## src/rtl/ccd_capture_if.sv

```systemverilog
// Pixel-stream bundle between the sensor pin registers and the capture stage.
// The master side drives the sensor strobes and controls; the slave side drives the qualified stream.
interface ccd_capture_if;
  logic [11:0] iDATA;
  logic        iFVAL;
  logic        iLVAL;
  logic        iSTART;
  logic        iEND;
  logic [11:0] oDATA;
  logic        oDVAL;
  logic [15:0] oX_Cont;
  logic [15:0] oY_Cont;
  logic [31:0] oFrame_Cont;

  modport master (
    output iDATA, iFVAL, iLVAL, iSTART, iEND,
    input  oDATA, oDVAL, oX_Cont, oY_Cont, oFrame_Cont
  );

  modport slave (
    input  iDATA, iFVAL, iLVAL, iSTART, iEND,
    output oDATA, oDVAL, oX_Cont, oY_Cont, oFrame_Cont
  );
endinterface

```

## src/rtl/ccd_capture.sv

```systemverilog
// Sensor front-end capture: gates whole frames on start/stop, qualifies pixels with FVAL/LVAL
// and tracks column, row and frame counters for the downstream pixel pipeline.
module ccd_capture #(
  parameter int unsigned COLUMN_WIDTH = 1280
) (
  input logic          iCLK,
  input logic          iRST,
  ccd_capture_if.slave bus
);

  localparam logic [15:0] XLast = 16'(COLUMN_WIDTH - 1);

  logic        start_q, start_d;
  logic        pre_fval_q;
  logic        fval_q, fval_d;
  logic        lval_q;
  logic [11:0] data_q, data_d;
  logic [15:0] x_q, x_d;
  logic [15:0] y_q, y_d;
  logic [31:0] frame_q, frame_d;

  // iEND has priority so a simultaneous start/stop leaves capture disabled.
  always_comb begin
    start_d = start_q;
    if (bus.iEND) begin
      start_d = 1'b0;
    end else if (bus.iSTART) begin
      start_d = 1'b1;
    end
  end

  // Only a rising FVAL opens a frame, so a frame already running always completes.
  always_comb begin
    fval_d  = fval_q;
    frame_d = frame_q;
    if (!pre_fval_q && bus.iFVAL && start_q) begin
      fval_d  = 1'b1;
      frame_d = frame_q + 32'd1;
    end else if (pre_fval_q && !bus.iFVAL) begin
      fval_d = 1'b0;
    end
  end

  assign data_d = bus.iLVAL ? bus.iDATA : 12'd0;

  // Rows are delimited only by the column wrap; X holds across line blanking.
  always_comb begin
    x_d = x_q;
    y_d = y_q;
    if (!fval_q) begin
      x_d = 16'd0;
      y_d = 16'd0;
    end else if (lval_q) begin
      if (x_q < XLast) begin
        x_d = x_q + 16'd1;
      end else begin
        x_d = 16'd0;
        y_d = y_q + 16'd1;
      end
    end
  end

  always_ff @(posedge iCLK) begin
    if (!iRST) begin
      start_q    <= 1'b0;
      pre_fval_q <= 1'b0;
      fval_q     <= 1'b0;
      lval_q     <= 1'b0;
      data_q     <= 12'd0;
      x_q        <= 16'd0;
      y_q        <= 16'd0;
      frame_q    <= 32'd0;
    end else begin
      start_q    <= start_d;
      pre_fval_q <= bus.iFVAL;
      fval_q     <= fval_d;
      lval_q     <= bus.iLVAL;
      data_q     <= data_d;
      x_q        <= x_d;
      y_q        <= y_d;
      frame_q    <= frame_d;
    end
  end

  assign bus.oDATA       = data_q;
  assign bus.oDVAL       = fval_q & lval_q;
  assign bus.oX_Cont     = x_q;
  assign bus.oY_Cont     = y_q;
  assign bus.oFrame_Cont = frame_q;

endmodule

```

## src/flat_wrapper.sv

```systemverilog
// flat-port wrapper written by rule: the top's interface ports become plain ports
module ccd_capture_flat 
#(
  parameter int unsigned COLUMN_WIDTH = 1280
)
  (iCLK, iRST, bus_iDATA, bus_iFVAL, bus_iLVAL, bus_iSTART, bus_iEND, bus_oDATA, bus_oDVAL, bus_oX_Cont, bus_oY_Cont, bus_oFrame_Cont);
  ccd_capture_if bus_i ();
  input logic iCLK;
  input logic iRST;
  input wire logic [$bits(bus_i.iDATA)-1:0] bus_iDATA;
  input wire logic [$bits(bus_i.iFVAL)-1:0] bus_iFVAL;
  input wire logic [$bits(bus_i.iLVAL)-1:0] bus_iLVAL;
  input wire logic [$bits(bus_i.iSTART)-1:0] bus_iSTART;
  input wire logic [$bits(bus_i.iEND)-1:0] bus_iEND;
  output wire logic [$bits(bus_i.oDATA)-1:0] bus_oDATA;
  output wire logic [$bits(bus_i.oDVAL)-1:0] bus_oDVAL;
  output wire logic [$bits(bus_i.oX_Cont)-1:0] bus_oX_Cont;
  output wire logic [$bits(bus_i.oY_Cont)-1:0] bus_oY_Cont;
  output wire logic [$bits(bus_i.oFrame_Cont)-1:0] bus_oFrame_Cont;
  assign bus_i.iDATA = bus_iDATA;
  assign bus_i.iFVAL = bus_iFVAL;
  assign bus_i.iLVAL = bus_iLVAL;
  assign bus_i.iSTART = bus_iSTART;
  assign bus_i.iEND = bus_iEND;
  assign bus_oDATA = bus_i.oDATA;
  assign bus_oDVAL = bus_i.oDVAL;
  assign bus_oX_Cont = bus_i.oX_Cont;
  assign bus_oY_Cont = bus_i.oY_Cont;
  assign bus_oFrame_Cont = bus_i.oFrame_Cont;
  ccd_capture #(.COLUMN_WIDTH(COLUMN_WIDTH)) u_core (.iCLK(iCLK), .iRST(iRST), .bus(bus_i));
endmodule
```

## config.mk

```make
export PLATFORM = sky130hd
export DESIGN_NAME = ccd_capture_flat
export DESIGN_NICKNAME = d
export VERILOG_FILES = /design/src/rtl/ccd_capture_if.sv /design/src/rtl/ccd_capture.sv /design/src/flat_wrapper.sv
export SDC_FILE = /design/constraint.sdc
export NUM_CORES = 1
export LEC_CHECK = 0
export ABC_AREA = 1
export ABC_CLOCK_PERIOD_IN_PS = 3200
export CAP_MARGIN = 5
export CORE_MARGIN = 1.5
export CORE_UTILIZATION = 54
export DETAILED_ROUTE_END_ITERATION = 10
export GPL_ROUTABILITY_DRIVEN = 0
export PLACE_DENSITY = 0.86
export SETUP_SLACK_MARGIN = 0.02
export SYNTH_ARGS = -nofsm -noshare
export SYNTH_HDL_FRONTEND = slang
export SYNTH_SLANG_ARGS = --single-unit
```

## constraint.sdc

```tcl
create_clock -name iCLK -period 3.2 [get_ports iCLK]
set_input_delay 0.96 -clock iCLK [delete_from_list [all_inputs] [get_ports iCLK]]
set_output_delay 0.96 -clock iCLK [all_outputs]
set_load 0.01 [all_outputs]
```

==> reports/metrics.csv <==
metric,value,unit
status,completed,
worst_pin_slew,0.5214,ns
grt_pass1_wl,16700,um
die_h,89.12,um
p_clk_share,42.0,%
coreArea,7214,um2
nNetsFinal,696,
worstSetupEndpointType,output port,
htree_levels,3,
synth_adder_area_share,0.9372,%
wl_per_cell,13.25,um
slew_violations,0,
relSlewSlack,65.20,%
synth_top_family_by_area,simple AND/OR/NAND/NOR gates,
r2r-end,u_core.bus.oX_Cont[10]$_SDFFE_PN0P_,
numPortBuffers,94,
hold_viol,0,
fin_ws,0.5797,ns
first_global_vias,3739,
fin_util,72.42,%
drc,0,
critPathLaunch,u_core.lval_q$_SDFF_PN0_,
holdBufCountCts,0,
syn_inst,579,
postCtsSetupBuffers,0,
required,2.24,ns
muxShareOfSynthArea,0,%
clkTransAtPathRegs,0.08,ns
min_period_over_period,81.88,%
ys_types,32,
drt_iter0_drc,160,
place_hpwl,7527,um
yosysTopAreaCellShare,39.99,%
cts_tree,yes,
ant_nets,0,
die_w,89.12,um
drive_above_1_share,8.395,%
yosysSeqAreaShare,39.99,%
clkSinkCount,80,
setup-violations-final,0,
r2r_start,u_core.bus.oX_Cont[0]$_SDFFE_PN0P_,
cts.path.max_buffers,2,
avgSynthCellArea,6.917,um2
design.die.area,7942,um2
setup.worst_path.end,bus_oDVAL,
syn_nets,600,
gr-total-overflow,0,
cap_violations,0,
dpl_worst_slack,0.5174,ns
grt_max_degree,25,
root_buffer,clkbuf_8,
ys_ff_latch,80,
cp_max_fo,24,
diodes,0,
synth_compound_area_share,5.873,%
worst_skew_pair.late_latency,0.35,ns
synth_top_area_cell,dfxtp_1,
cts_buffers,9,
grtUsageTotal,27.14,%
peakVddDrop,0.2288,mV
rows,31,
p_seq_share,53.7,%
finalWirelength,10310,um
ys_top_cells_by_area,"dfxtp_1 (40%), nand2_1 (13%), nor2_1 (9.3%)",
power_density,359.6,nW/um2
cp.arrival,1.66,ns
yosys.area_share.simple,41.96,%
p_switching,0.4139,mW
viasPerCell,5.220,
yosys.area_share.xor_xnor,2.187,%
pwr-share-comb,4.4,%
dr.pass1.iters,4,
min_path_cells,2,
leakagePower,1.957,nW
r2r_cells,8,
max_freq,381.6,MHz
ys_warn_count,0,
switching_share,22.03,%
start_util,55.52,%
vias,4061,
critPathKind,reg2out,
fin_skew,0.008788,ns
synth_area,4005,um2
grt_setup_unrepaired,no,
period_minus_slack,2.620,ns
critPathLaunchType,flop,
regToRegSetupSlack,1.16,ns
io_pins,95,
nFillCells,582,
area_delta_synth_final,30.46,%
p_int,1.465,mW
finalSetupTns,0,ns
antenna_found_initial,0,
worstHoldPathType,reg2reg,
post_cts_resized,0,
[flip-flops by register name (all words and copies together), names as in the netlist]
register	count
u_core.start_q	1
u_core.fval_q	1
u_core.bus.oY_Cont	16
u_core.lval_q	1
u_core.bus.oDATA	12
u_core.bus.oFrame_Cont	32
u_core.bus.oX_Cont	16
u_core.pre_fval_q	1
[metal layers]
| layer | global-route usage (%) | part of all wire, % | vias to the layer above |
|---|---|---|---|
| met5 | 0 | 0 | - |
| met4 | 10.77 | 1.9 | 0 |
| met3 | 6.094 | 5.7 | 24 |
| met2 | 46.89 | 50 | 142 |
| met1 | 32.78 | 43 | 1876 |
| li1 | - | - | 2019 |
[worst max-delay path, stage by stage, from the launching register on]
cell and delay [ns]:
dfxtp_1 0.32, buf_4 0.27, nand2_1 0.09, inv_1 0.08, clkdlybuf4s50_1 0.53
[power by group through the flow]
| stage | logic (mW) | clock network (mW) | registers (mW) |
|---|---|---|---|
| floorplan | 0.0334 | 0 | 1.04 |
| global placement | 0.0791 | 0 | 1.03 |
| detailed placement | 0.0814 | 0 | 1.03 |
| CTS | 0.0819 | 0.792 | 1.01 |
| global route | 0.0900 | 0.835 | 1.01 |
| finish | 0.0819 | 0.788 | 1.01 |
[worst min-delay path by stage]
stage                                        startpoint                             endpoint  slack (ns)
finish              u_core.bus.oX_Cont[12]$_SDFFE_PN0P_  u_core.bus.oX_Cont[12]$_SDFFE_PN0P_        0.48
global route        u_core.bus.oX_Cont[12]$_SDFFE_PN0P_  u_core.bus.oX_Cont[12]$_SDFFE_PN0P_        0.49
CTS                 u_core.bus.oX_Cont[14]$_SDFFE_PN0P_  u_core.bus.oX_Cont[14]$_SDFFE_PN0P_        0.47
detailed placement  u_core.bus.oX_Cont[13]$_SDFFE_PN0P_  u_core.bus.oX_Cont[13]$_SDFFE_PN0P_        0.46
global placement    u_core.bus.oX_Cont[12]$_SDFFE_PN0P_  u_core.bus.oX_Cont[12]$_SDFFE_PN0P_        0.45
floorplan           u_core.bus.oX_Cont[13]$_SDFFE_PN0P_  u_core.bus.oX_Cont[13]$_SDFFE_PN0P_        0.48
[cell usage in the layout (no fill, tap or decap), types with 3 or more instances in the layout]
cell,n
xor2_1,7
a21oi_1,27
buf_4,3
clkbuf_8,12
nand2_2,5
nor2_4,10
clkdlybuf4s50_1,94
nand4_1,16
dfxtp_1,80
inv_1,75
xnor2_1,3
ha_1,3
o21ai_0,15
nand2_1,136
nor3_1,12
nor2_1,99
nor2_2,8
nand3_2,5
nor3_2,3
nand3_1,44
[Yosys cell counts]
master    count
o21ai_0      15
clkbuf_1      5
buf_4         3
and2_1        2
ha_1          3
nand3_4       1
nand3b_1      2
o21ai_1       2
inv_1        75
nor2_2        8
nand2_4       2
xor2_1        7
nor3_2        3
nand4_1      16
o21a_1        2
nor3_1       12
nor3b_1       2
buf_2         2
nor2_1       99
nand2_1     136
nand3_1      44
inv_2         2
nor3_4        1
dfxtp_1      80
nor2_4       10
buf_6         2
nor2_8        1
nand3_2       5
nor3b_2       2
a21oi_1      27
xnor2_1       3
nand2_2       5
[layout make-up]
| cell class | instances | area (um2) | share of cell area [%] |
|---|---|---|---|
| multi-input combinational | 410 | 2041 | 39.06 |
| clock inverter | 2 | 37.54 | 0.7184 |
| inverter | 77 | 289.0 | 5.532 |
| sequential | 80 | 1602 | 30.65 |
| tap | 99 | 123.9 | 2.371 |
| timing repair buffer | 97 | 963.4 | 18.44 |
| clock buffer | 13 | 168.9 | 3.233 |
[cell families after synthesis]
family,Yosys count
fa+ha+maj,3
xor+xnor,10
buf+inv,89
compound gates,46
simple gates,351
flops,80
[metrics by stage]
| step | std cells | instance area (um2) | power (mW) | hold slack, ns |
|---|---|---|---|---|
| after global placement | 763 | 5019 | 1.111 | 0.4494 |
| after CTS | 778 | 5225 | 1.883 | 0.4746 |
| after floorplan | 579 | 4005 | 1.069 | 0.4759 |
| final | 778 | 5225 | 1.879 | 0.4766 |
| after detailed placement | 763 | 5019 | 1.114 | 0.4634 |
| after global routing | 778 | 5225 | 1.934 | 0.4942 |
(Power assumes the default switching activity.)
